File: src/rtl/pc_fetch_ctrl_pkg.sv
// rtl/pc_fetch_ctrl_pkg.sv - shared OpenMIPS fetch constants
package pc_fetch_ctrl_pkg;
   localparam int unsigned ADDR_W       = 32;
   localparam int unsigned INST_W       = 32;
   localparam logic [31:0] RESET_VECTOR = 32'h0000_0000;
   localparam logic [31:0] NOP_INST     = 32'h0000_0000;
   localparam int unsigned PC_STEP      = 4;
endpackage

File: src/rtl/pc_fetch_ctrl_fetch_fifo.sv
// rtl/pc_fetch_ctrl_fetch_fifo.sv - synchronous fetch FIFO with single-cycle flush
module fetch_fifo #(
   parameter int unsigned DEPTH = 2,
   parameter int unsigned WIDTH = 64
) (
   input  logic             clk,
   input  logic             rst,
   input  logic             flush,
   input  logic             push,
   input  logic             pop,
   input  logic [WIDTH-1:0] push_data,
   output logic [WIDTH-1:0] head_data,
   output logic             not_empty,
   output logic             full
);
   localparam int unsigned PTR_W = $clog2(DEPTH);
   localparam int unsigned CNT_W = PTR_W + 1;

   logic [WIDTH-1:0] mem [DEPTH];
   logic [PTR_W-1:0] wr_ptr;
   logic [PTR_W-1:0] rd_ptr;
   logic [CNT_W-1:0] count;

   always_ff @(posedge clk) begin
      if (rst || flush) begin
         wr_ptr <= '0;
         rd_ptr <= '0;
         count  <= '0;
      end else begin
         if (push) wr_ptr <= wr_ptr + PTR_W'(1);
         if (pop)  rd_ptr <= rd_ptr + PTR_W'(1);
         count <= count + CNT_W'(push) - CNT_W'(pop);
      end
   end

   // Storage needs no reset; count gates every read of it.
   always_ff @(posedge clk) begin
      if (push) mem[wr_ptr] <= push_data;
   end

   assign head_data = mem[rd_ptr];
   assign not_empty = (count != '0);
   assign full      = (count == CNT_W'(DEPTH));
endmodule

File: src/rtl/pc_fetch_ctrl.sv
// rtl/pc_fetch_ctrl.sv - OpenMIPS instruction-fetch front end (PC, ROM access, fetch FIFO)
module pc_fetch_ctrl #(
   parameter int unsigned              ADDR_W   = pc_fetch_ctrl_pkg::ADDR_W,
   parameter logic [ADDR_W-1:0]        RESET_PC = ADDR_W'(pc_fetch_ctrl_pkg::RESET_VECTOR),
   parameter int unsigned              DEPTH    = 2
) (
   input  logic              clk,
   input  logic              rst,
   input  logic              stall,
   input  logic              redirect_valid,
   input  logic [ADDR_W-1:0] redirect_pc,
   output logic              rom_ce,
   output logic [ADDR_W-1:0] rom_addr,
   input  logic [31:0]       rom_inst,
   output logic              id_valid,
   input  logic              id_ready,
   output logic [ADDR_W-1:0] id_pc,
   output logic [31:0]       id_inst,
   output logic              misalign_err
);
   import pc_fetch_ctrl_pkg::*;

   localparam int unsigned ENTRY_W = ADDR_W + INST_W;

   logic [ADDR_W-1:0]  pc;
   logic               ce_armed;
   logic               fifo_valid;
   logic               fifo_full;
   logic               fire;
   logic               pop;
   logic [ENTRY_W-1:0] head;

   // ROM stays disabled during reset and for one cycle after it is released.
   assign rom_ce   = ce_armed & ~rst;
   assign rom_addr = pc;

   assign pop  = fifo_valid & id_ready & ~redirect_valid;
   assign fire = rom_ce & ~stall & ~redirect_valid & (~fifo_full | pop);

   always_ff @(posedge clk) begin
      if (rst) begin
         ce_armed     <= 1'b0;
         pc           <= RESET_PC;
         misalign_err <= 1'b0;
      end else begin
         ce_armed <= 1'b1;
         if (redirect_valid) begin
            pc <= {redirect_pc[ADDR_W-1:2], 2'b00};
            if (redirect_pc[1:0] != 2'b00) misalign_err <= 1'b1;
         end else if (fire) begin
            pc <= pc + ADDR_W'(PC_STEP);
         end
      end
   end

   fetch_fifo #(
      .DEPTH (DEPTH),
      .WIDTH (ENTRY_W)
   ) u_fetch_fifo (
      .clk       (clk),
      .rst       (rst),
      .flush     (redirect_valid),
      .push      (fire),
      .pop       (pop),
      .push_data ({pc, rom_inst}),
      .head_data (head),
      .not_empty (fifo_valid),
      .full      (fifo_full)
   );

   // A redirect hides the head immediately; it is flushed at the same edge.
   assign id_valid = fifo_valid & ~redirect_valid;
   assign id_pc    = fifo_valid ? head[ENTRY_W-1 -: ADDR_W] : '0;
   assign id_inst  = fifo_valid ? head[INST_W-1:0] : NOP_INST;
endmodule

File: config.mk
export PLATFORM = sky130hd
export DESIGN_NAME = pc_fetch_ctrl
export DESIGN_NICKNAME = d
export VERILOG_FILES = /design/src/rtl/pc_fetch_ctrl_pkg.sv /design/src/rtl/pc_fetch_ctrl_fetch_fifo.sv /design/src/rtl/pc_fetch_ctrl.sv
export SDC_FILE = /design/constraint.sdc
export NUM_CORES = 1
export LEC_CHECK = 0
export ABC_CLOCK_PERIOD_IN_PS = 7350
export BUFFER_PORTS_ARGS = -buffer_cell sky130_fd_sc_hd__buf_4
export CORE_MARGIN = 5
export CORE_UTILIZATION = 45
export DETAILED_ROUTE_END_ITERATION = 8
export PLACE_DENSITY = 0.81
export SLEW_MARGIN = 20
export SYNTH_ARGS = -nofsm -noshare
export SYNTH_HDL_FRONTEND = slang
export SYNTH_SLANG_ARGS = --single-unit
File: constraint.sdc
create_clock -name clk -period 7.35 [get_ports clk]
set_input_delay 0.735 -clock clk [delete_from_list [all_inputs] [get_ports clk]]
set_output_delay 0.735 -clock clk [all_outputs]
set_load 0.01 [all_outputs]
; ---- Word level (Yosys, flattened, before mapping)
; Memory sizes are Yosys's and may differ from the RTL's. A register that Yosys moved wholly into a read port is not among the register bits.
; Index checks and enable logic that the tools add are counted.
[classes]
eq_ne = 1
bitwise = 12
add_sub_neg = 5
muxes = 9
reduce_logical = 6
[ops]
columns = op, count
row1 = $mux 32, 4
row2 = $add 32x3->32 const B, 1
row3 = $and 1x1->1, 7
row4 = $reduce_bool 2->1, 3
row5 = $mux 1, 5
row6 = $not 1->1, 4
row7 = $add 1x1->1 const B, 2
row8 = $add 2x1->2, 1
row9 = $eq 2x2->1 const B, 1
row10 = $reduce_and 2->1, 1
row11 = $reduce_or 2->1, 1
row12 = $sub 2x1->2, 1
row13 = $logic_or 1x1->1, 1
row14 = $or 1x1->1, 1
[word_totals]
out_inout_bits = 99
inputBits = 69
n_memories = 1
elab_cells = 41
mem_bits_rw = 128
regBits = 38
[memory_table]
columns = memory, words, width, rd, rd_clocked_by_memory_dff, wr, line
row1 = u_fetch_fifo.mem, 2, 64, 1, 1, 1, pc_fetch_ctrl_fetch_fifo.sv:19  ; logic [WIDTH-1:0] mem [DEPTH];

; ---- Longest topological paths before layout
; Gate-level depths: netlist of the first run.
[logic_depth]
ltp_word = 7
ltp_mapped = 7
ltp_nobuf = 6

; ---- Cells and area by module
; From an unflattened synthesis of the first run, not the netlist that was laid out.
[unflattened]
cells_unflattened = 521
hier_area_um2 = 7405.9
[by_module_without_submodules]
columns = mod, area_per_inst_um2, instances, cells_each
row1 = fetch_fifo, 5146.2, 1, 220
row2 = pc_fetch_ctrl, 2259.7, 1, 301

; ---- Least setup slack after synthesis of the first run
; Ideal clock, no wire load.
[synth_timing]
kind = input -> register
start = in rst
end = mem u_fetch_fifo.mem[0][0] (enable)
t_arrival_ps = 4424
required_ps = 6868
setup_slack_ps = 2443
path_stages = 5
cell_sequence = or4b_1 buf_2 a21o_1 clkbuf_1 nor2_1
[synth_between]
elab_chain_len = 7
[synth_rtl]
columns = item, line
row1 = start: declaration, pc_fetch_ctrl.sv:8  ; input logic rst,
row2 = $not 1->1, pc_fetch_ctrl.sv:34  ; assign rom_ce = ce_armed & ~rst;
row3 = $and 1x1->1, pc_fetch_ctrl.sv:34
row4 = $and 1x1->1 (3 in series), pc_fetch_ctrl.sv:38  ; assign fire = rom_ce & ~stall & ~redirect_valid & (~fifo_full | pop);
row5 = $mux 1, pc_fetch_ctrl_fetch_fifo.sv:38  ; if (push) mem[wr_ptr] <= push_data;
row6 = $mux 1 (not written as such), pc_fetch_ctrl_fetch_fifo.sv:38
row7 = end: declaration, pc_fetch_ctrl_fetch_fifo.sv:19
; No other way between the ends.

; ---- Final worst setup path of the first run
[layout_timing]
start = in rst
end = mem u_fetch_fifo.mem[1][56] (enable)
; Same word-level chain as after synthesis.

==> results_dict.tcl, run 1 <==
set metrics [dict create \
    regToRegSetupSlack_ps 4230 \
    layout.area.seq_mm2 0.00447 \
    hold_viol 0 \
    drive_gt1_share_pct 29.4 \
    worst_hold_slack_ps 451 \
    maximum_number_of_pins_on_one_net_before_global_route_repair 64 \
    clock_tree.htree_level_count 4 \
    max-clock-path-buffers 2 \
    design_power_total_mw 2.00 \
    syn-instance-count 524 \
    layout.cells.most_common_list "buf_4 (166), edfxtp_1 (124), nor2_1 (80), mux2i_1 (65), dfxtp_1 (36)" \
    fill_cells 1156 \
    max-vdd-ir-drop_uv 162 \
    number_of_enable_type_register_cells_in_the_synthesized_netlist 124 \
    total_leakage_power_nw 3.19 \
    design.die.area_mm2 0.0174 \
    insertedDiodeCount 0 \
    global_route.usage.met2_pct 30.1 \
    cts.root.buffer_cell "clkbuf_16" \
    num_io_pins 168 \
    gr-usage-met1_pct 21.9 \
    slew_headroom_pct 25.9 \
    wire_length_of_the_first_global_routing_pass_um 24900 \
    floorplan.die.height_um 132 \
    drt_pre_antenna_iters 5 \
    grt_util_all_layers_pct 17.9 \
    slew_violations 0 \
    worst_hold_path_type "reg -> reg" \
    synth.top_cell.area_share_pct 55.5 \
    cts_repair_resize_count 0 \
    place.detailed.hpwl_um 10700 \
    global_route.usage.met3_pct 5.00 \
    mostFrequentLayoutCell "buf_4" \
    synth_cell_type_count 53 \
    reg2reg_from "ce_armed" \
    areal_power_density_over_the_cells_mw_per_mm2 230 \
    worst_r2r_path_depth 4 \
    netlist_top_cells_area "edfxtp_1 (56%), dfxtp_1 (11%), mux2i_1 (9.7%), nor2_1 (4.6%), nand2_1 (1.7%)" \
    tritoncts_num_sinks 161 \
    multi_input_area_mm2 0.00210 \
    initial_utilization_pct 46.0 \
    vias 4827 \
    placedInstanceArea_mm2 0.00808 \
    number_of_nets_in_the_layout 751 \
    achievable-frequency_mhz 289 \
    criticalPathCategory "in -> reg" \
    outcome "complete, no violations" \
    whs_endpoint "misalign_err" \
    fp.coreArea_mm2 0.0146 \
    postCtsSetupBuffers 0 \
    endpoint_kind "register" \
    synthArstFlopShare_pct 0 \
    tritoncts "built" \
    ctsHoldBuffers 0 \
    number_of_clock_buffers_inserted_by_tritoncts 17 \
    grt_setup_unrepaired "false" \
    grt_pass1_vias 4872 \
    r2r_end "u_fetch_fifo.mem[1][56]" \
    holdCritStartpoint "misalign_err" \
    synth_top_flop_cell "edfxtp_1" \
    synth-warning-count 0 \
    fin_crit_share_pct 47.1 \
    drt_drc_violations_left 0 \
    cp-start-kind "input pin" \
    ys_ff_latch 161 \
    final.setup_skew_ps 11.8 \
    syn2layout_area_growth_pct 29.4 \
    hold-path-cell-count 2 \
    chipWidth_um 132 \
    drv_cap 0 \
    syn_area_mm2 0.00670 \
    wl_per_cell_um 18.3 \
    worst_setup_hold_path_clk_slew_ps 60 \
    cell_type_with_the_highest_aggregate_area_in_the_netlist "edfxtp_1" \
    finalSetupTns_ps 0 \
    worstMarginPinSlew_ps 1110 \
    place.gp.congestion 0.860 \
    fin_crit_ps 3460 \
    antenna_violations_before_repair 0 \
    iter_0_drt_violations 444 \
    synth-seq-area-share_pct 66.6 \
    syn_area_per_cell_um2 12.8 \
    clk_latency_ps 420 \
    wirelength_um 16100 \
    ant_nets 0 \
    cp.arrival_ps 3510 \
    required_time_worst_endpoint_ps 7390 \
    io_buffer_count 163 \
    vias_per_cell 5.50 \
    critPathMaxFanout 47 \
    final-setup-viol-count 0 \
    postLayoutCellArea_mm2 0.00867 \
    globalRouteOverflowTotal 0 \
    number_of_rows_created_at_floorplan 44 \
    grt-busiest-layer "met2" \
]
-- Yosys cell counts (all sizes together), types with 3 or more instances --
cell type  instances
edfxtp           124
nor2              82
mux2i             65
dfxtp             37
nand2             31
clkbuf            23
a21oi             19
a31oi             18
nand3             13
nand4             12
o21ai             10
buf                8
inv                8
and2               5
and3               5
o211ai             5
o311ai             5
xor2               5
nor3               4
nand2b             3
nor4               3
o22ai              3
or3                3
-- metrics by stage --
step / setup WS [ps] / util, % / std cells
floorplan: 2440 / - / 527
global placement: 3560 / 55.4 / 846
detailed placement: 3470 / 55.4 / 846
CTS: 3910 / 59.4 / 878
global route: 3770 / 59.4 / 878
finish: 3890 / 59.4 / 878
-- worst max-delay path, cell delays in order --
cell and delay [ps]:
buf_4 220, or4b_1 750, a21oi_2 630, and2_2 530, buf_4 590
-- where the power goes --
part           switching [mW]  internal (mW)  total (mW)
logic                  0.0533         0.0546       0.108
registers              0.0241          0.998        1.02
clock network           0.332          0.533       0.866
total                   0.410           1.59        2.00
-- sequential cells by signal, indices dropped and copies added (netlist names), named ones only --
signal / count
u_fetch_fifo.count: 2
ce_armed: 1
rom_addr: 30
u_fetch_fifo.wr_ptr: 1
u_fetch_fifo.rd_ptr: 1
u_fetch_fifo.mem: 124
misalign_err: 1
-- layer usage --
layer / part of all wire (%) / vias up / wire, um
li1: - / 2271 / -
met1: 40 / 2281 / 6450
met2: 49 / 244 / 7910
met3: 8.6 / 31 / 1380
met4: 2.2 / 0 / 350
met5: 0 / - / 0
-- worst max-delay path by stage --
stage	startpoint	to	slack, ps	cells after the start
finish	rst	u_fetch_fifo.mem[1][56]	3890	5
global route	rst	u_fetch_fifo.mem[1][60]	3770	5
CTS	rst	u_fetch_fifo.mem[1][56]	3910	5
detailed placement	rst	u_fetch_fifo.mem[1][58]	3470	5
global placement	rst	u_fetch_fifo.mem[1][7]	3560	5
floorplan	rst	u_fetch_fifo.mem[0][0]	2440	5
-- cell type report --
class / count / area share (%)
clock buffer: 25 / 6.09
clock inverter: 7 / 0.765
inverter: 8 / 0.346
multi-input combinational: 327 / 24.3
sequential: 161 / 51.5
tap: 184 / 2.65
timing repair buffer: 166 / 14.4
-- logic make-up after synthesis --
family,after synthesis,synth area share (%)
compound gates,75,7.58
xor+xnor,7,0.915
flops,161,66.6
mux,67,10.0
fa+ha+maj,1,0.187
other cells,1,0.0559
simple gates,173,12.2
buf+inv,39,2.44
Note: power is estimated with default switching activity, not from simulation.
==> inputs of run 2 (changes only) <==
Settings changed: ABC_CLOCK_PERIOD_IN_PS 7350 to 2900, PLACE_DENSITY 0.81 to 0.84.
Clock period 7.35 ns to 2.9 ns, I/O delays scaled along.
==> run 2 against run 1 <==
Flip-flop and latch count unchanged. Power rose to 2.6 times the previous value. Die area unchanged. Critical endpoint is now rom_addr[19]. Cell count increased by 0.91%. Highest routed layer unchanged. Critical path depth unchanged.
==> results_dict.tcl, run 2 (synthesis gave the netlist of run 1 again) <==
set metrics [dict create \
    outcome "complete, no violations" \
    largest_register_ff_count 124 \
    vias_per_cell 5.59 \
    fin_crit_share_pct 82.3 \
    route.met3.wl_um 1560 \
    worst_hold_path_type "in -> reg" \
    fin_crit_ps 2390 \
    cts_repair_resize_count 0 \
    iter_0_drt_violations 552 \
    areal_power_density_over_the_cells_mw_per_mm2 582 \
    layout.area.seq_mm2 0.00447 \
    vias 4956 \
    routed-wl-met2_um 8210 \
    number_of_nets_in_the_layout 759 \
    internal-power_mw 4.05 \
    switching_share_pct 20.7 \
    place.detailed.hpwl_um 11800 \
    number_of_clock_buffers_inserted_by_tritoncts 17 \
    design.die.area_mm2 0.0174 \
    floorplan.die.height_um 132 \
    cp.arrival_ps 2740 \
    path_delay_family "simple AND/OR/NAND/NOR gates" \
    critPathMaxFanout 9 \
    tritoncts_num_sinks 161 \
    wirelength_um 17000 \
    ant_nets 0 \
    place_inst 854 \
    worst_hold_slack_ps 53.8 \
    combinationalPowerShare_pct 5.5 \
    place.gp.congestion 0.839 \
    number_of_rows_created_at_floorplan 44 \
    postCtsSetupBuffers 0 \
    mostFrequentLayoutCell "buf_4" \
    maximum_number_of_pins_on_one_net_before_global_route_repair 63 \
    final-setup-viol-count 0 \
    slew_headroom_pct 55.9 \
    insertedDiodeCount 0 \
    drive_gt1_share_pct 30.2 \
    share_clk_of_total_power_pct 43.8 \
    drt_pre_antenna_iters 7 \
    worstMarginPinSlew_ps 656 \
    clk_latency_ps 420 \
    required_time_worst_endpoint_ps 3250 \
    total_leakage_power_nw 3.24 \
    grt_pass1_vias 5012 \
    fp.coreArea_mm2 0.0146 \
    cpMaxStageDelayCell "nor4_2" \
    worst_setup_hold_path_clk_slew_ps 60 \
    max-vdd-ir-drop_uv 388 \
    top_signal_layer_used "met4" \
    max-clock-path-buffers 2 \
    antenna_violations_before_repair 0 \
    total_switching_power_mw 1.06 \
    met1_length_um 6930 \
    wire_length_of_the_first_global_routing_pass_um 26700 \
    fill_cells 1141 \
    multi_input_area_mm2 0.00210 \
    criticalPathCategory "reg -> reg" \
    register_with_the_most_flip_flops "u_fetch_fifo.mem" \
    tritoncts "built" \
    layout.cells.most_common_list "buf_4 (171), edfxtp_1 (124), nor2_1 (80), mux2i_1 (65), dfxtp_1 (36)" \
    chipWidth_um 132 \
    num_io_pins 168 \
    io_buffer_count 163 \
    drv_cap 0 \
    clock_tree.htree_level_count 4 \
    hold_viol 0 \
    wl_per_cell_um 19.2 \
    slew_violations 0 \
    achievable-frequency_mhz 419 \
    ctsHoldBuffers 0 \
    finalSetupTns_ps 0 \
    drt_drc_violations_left 0 \
    cts.root.buffer_cell "clkbuf_16" \
    grt_util_all_layers_pct 19.2 \
    endpoint_kind "register" \
    syn2layout_area_growth_pct 31.0 \
    fin_cells 886 \
    worstPathCellList "nand4_1 -> nor4_2 -> nand2_1 -> or3_1 -> a31oi_1" \
    globalRouteOverflowTotal 0 \
    final.setup_skew_ps 8.72 \
    critPathBufInv 0 \
    share_seq_of_total_power_pct 50.6 \
    cp-start-kind "register" \
    critical_path.max_stage_delay_ps 710 \
    initial_utilization_pct 46.0 \
    postLayoutCoreUtil_pct 60.2 \
    grt_setup_unrepaired "false" \
]
==> run 2: cell types whose count changed in the layout (fill, tap and decap cells not counted) <==
cell and change:
buf_4 +5, buf_12 +3, clkinv_4 +1, clkbuf_16 +1
clkinvlp_4 -1, clkbuf_8 -1
==> run 2: final cells by class <==
| type | instances | area share, % |
|---|---|---|
| clock buffers | 25 | 6.14 |
| clock inverters | 7 | 0.769 |
| inverters | 8 | 0.342 |
| multi-input cells | 327 | 23.9 |
| flip-flops and latches | 161 | 50.9 |
| well taps | 184 | 2.62 |
| repair buffers | 174 | 15.3 |
==> run 2: through the flow <==
stage	setup slack (ps)	cell area (um2)	total power, mW
6_report	512	8780	5.12
2_1_floorplan	158	6720	2.74
4_1_cts	556	8780	5.14
3_3_place_gp	564	8180	2.91
3_5_place_dp	471	8180	2.92
5_1_grt	355	8780	5.28
==> run 2: per-layer routing <==
metal	track usage, %	vias up
met2	31.5	278
met4	7.26	0
met3	5.69	32
met1	24.2	2353
met5	0	-
li1	-	2293
==> run 2: worst paths after layout <==
kind / startpoint / endpoint / cells past startpoint / slack (ps)
min: rom_inst[22] / u_fetch_fifo.mem[1][22] / 1 / 50
max: rom_addr[5] / rom_addr[19] / 5 / 510
min reg2reg: misalign_err / misalign_err / 2 / 470
max reg2reg: rom_addr[5] / rom_addr[19] / 5 / 510
==> run 2: power groups by stage <==
| stage | clock [mW] | sequential, mW | combinational (mW) |
|---|---|---|---|
| CTS | 2.27 | 2.59 | 0.284 |
| finish | 2.24 | 2.59 | 0.283 |
| global placement | 0 | 2.63 | 0.273 |
| detailed placement | 0 | 2.64 | 0.282 |
| floorplan | 0 | 2.63 | 0.107 |
| global route | 2.38 | 2.60 | 0.307 |
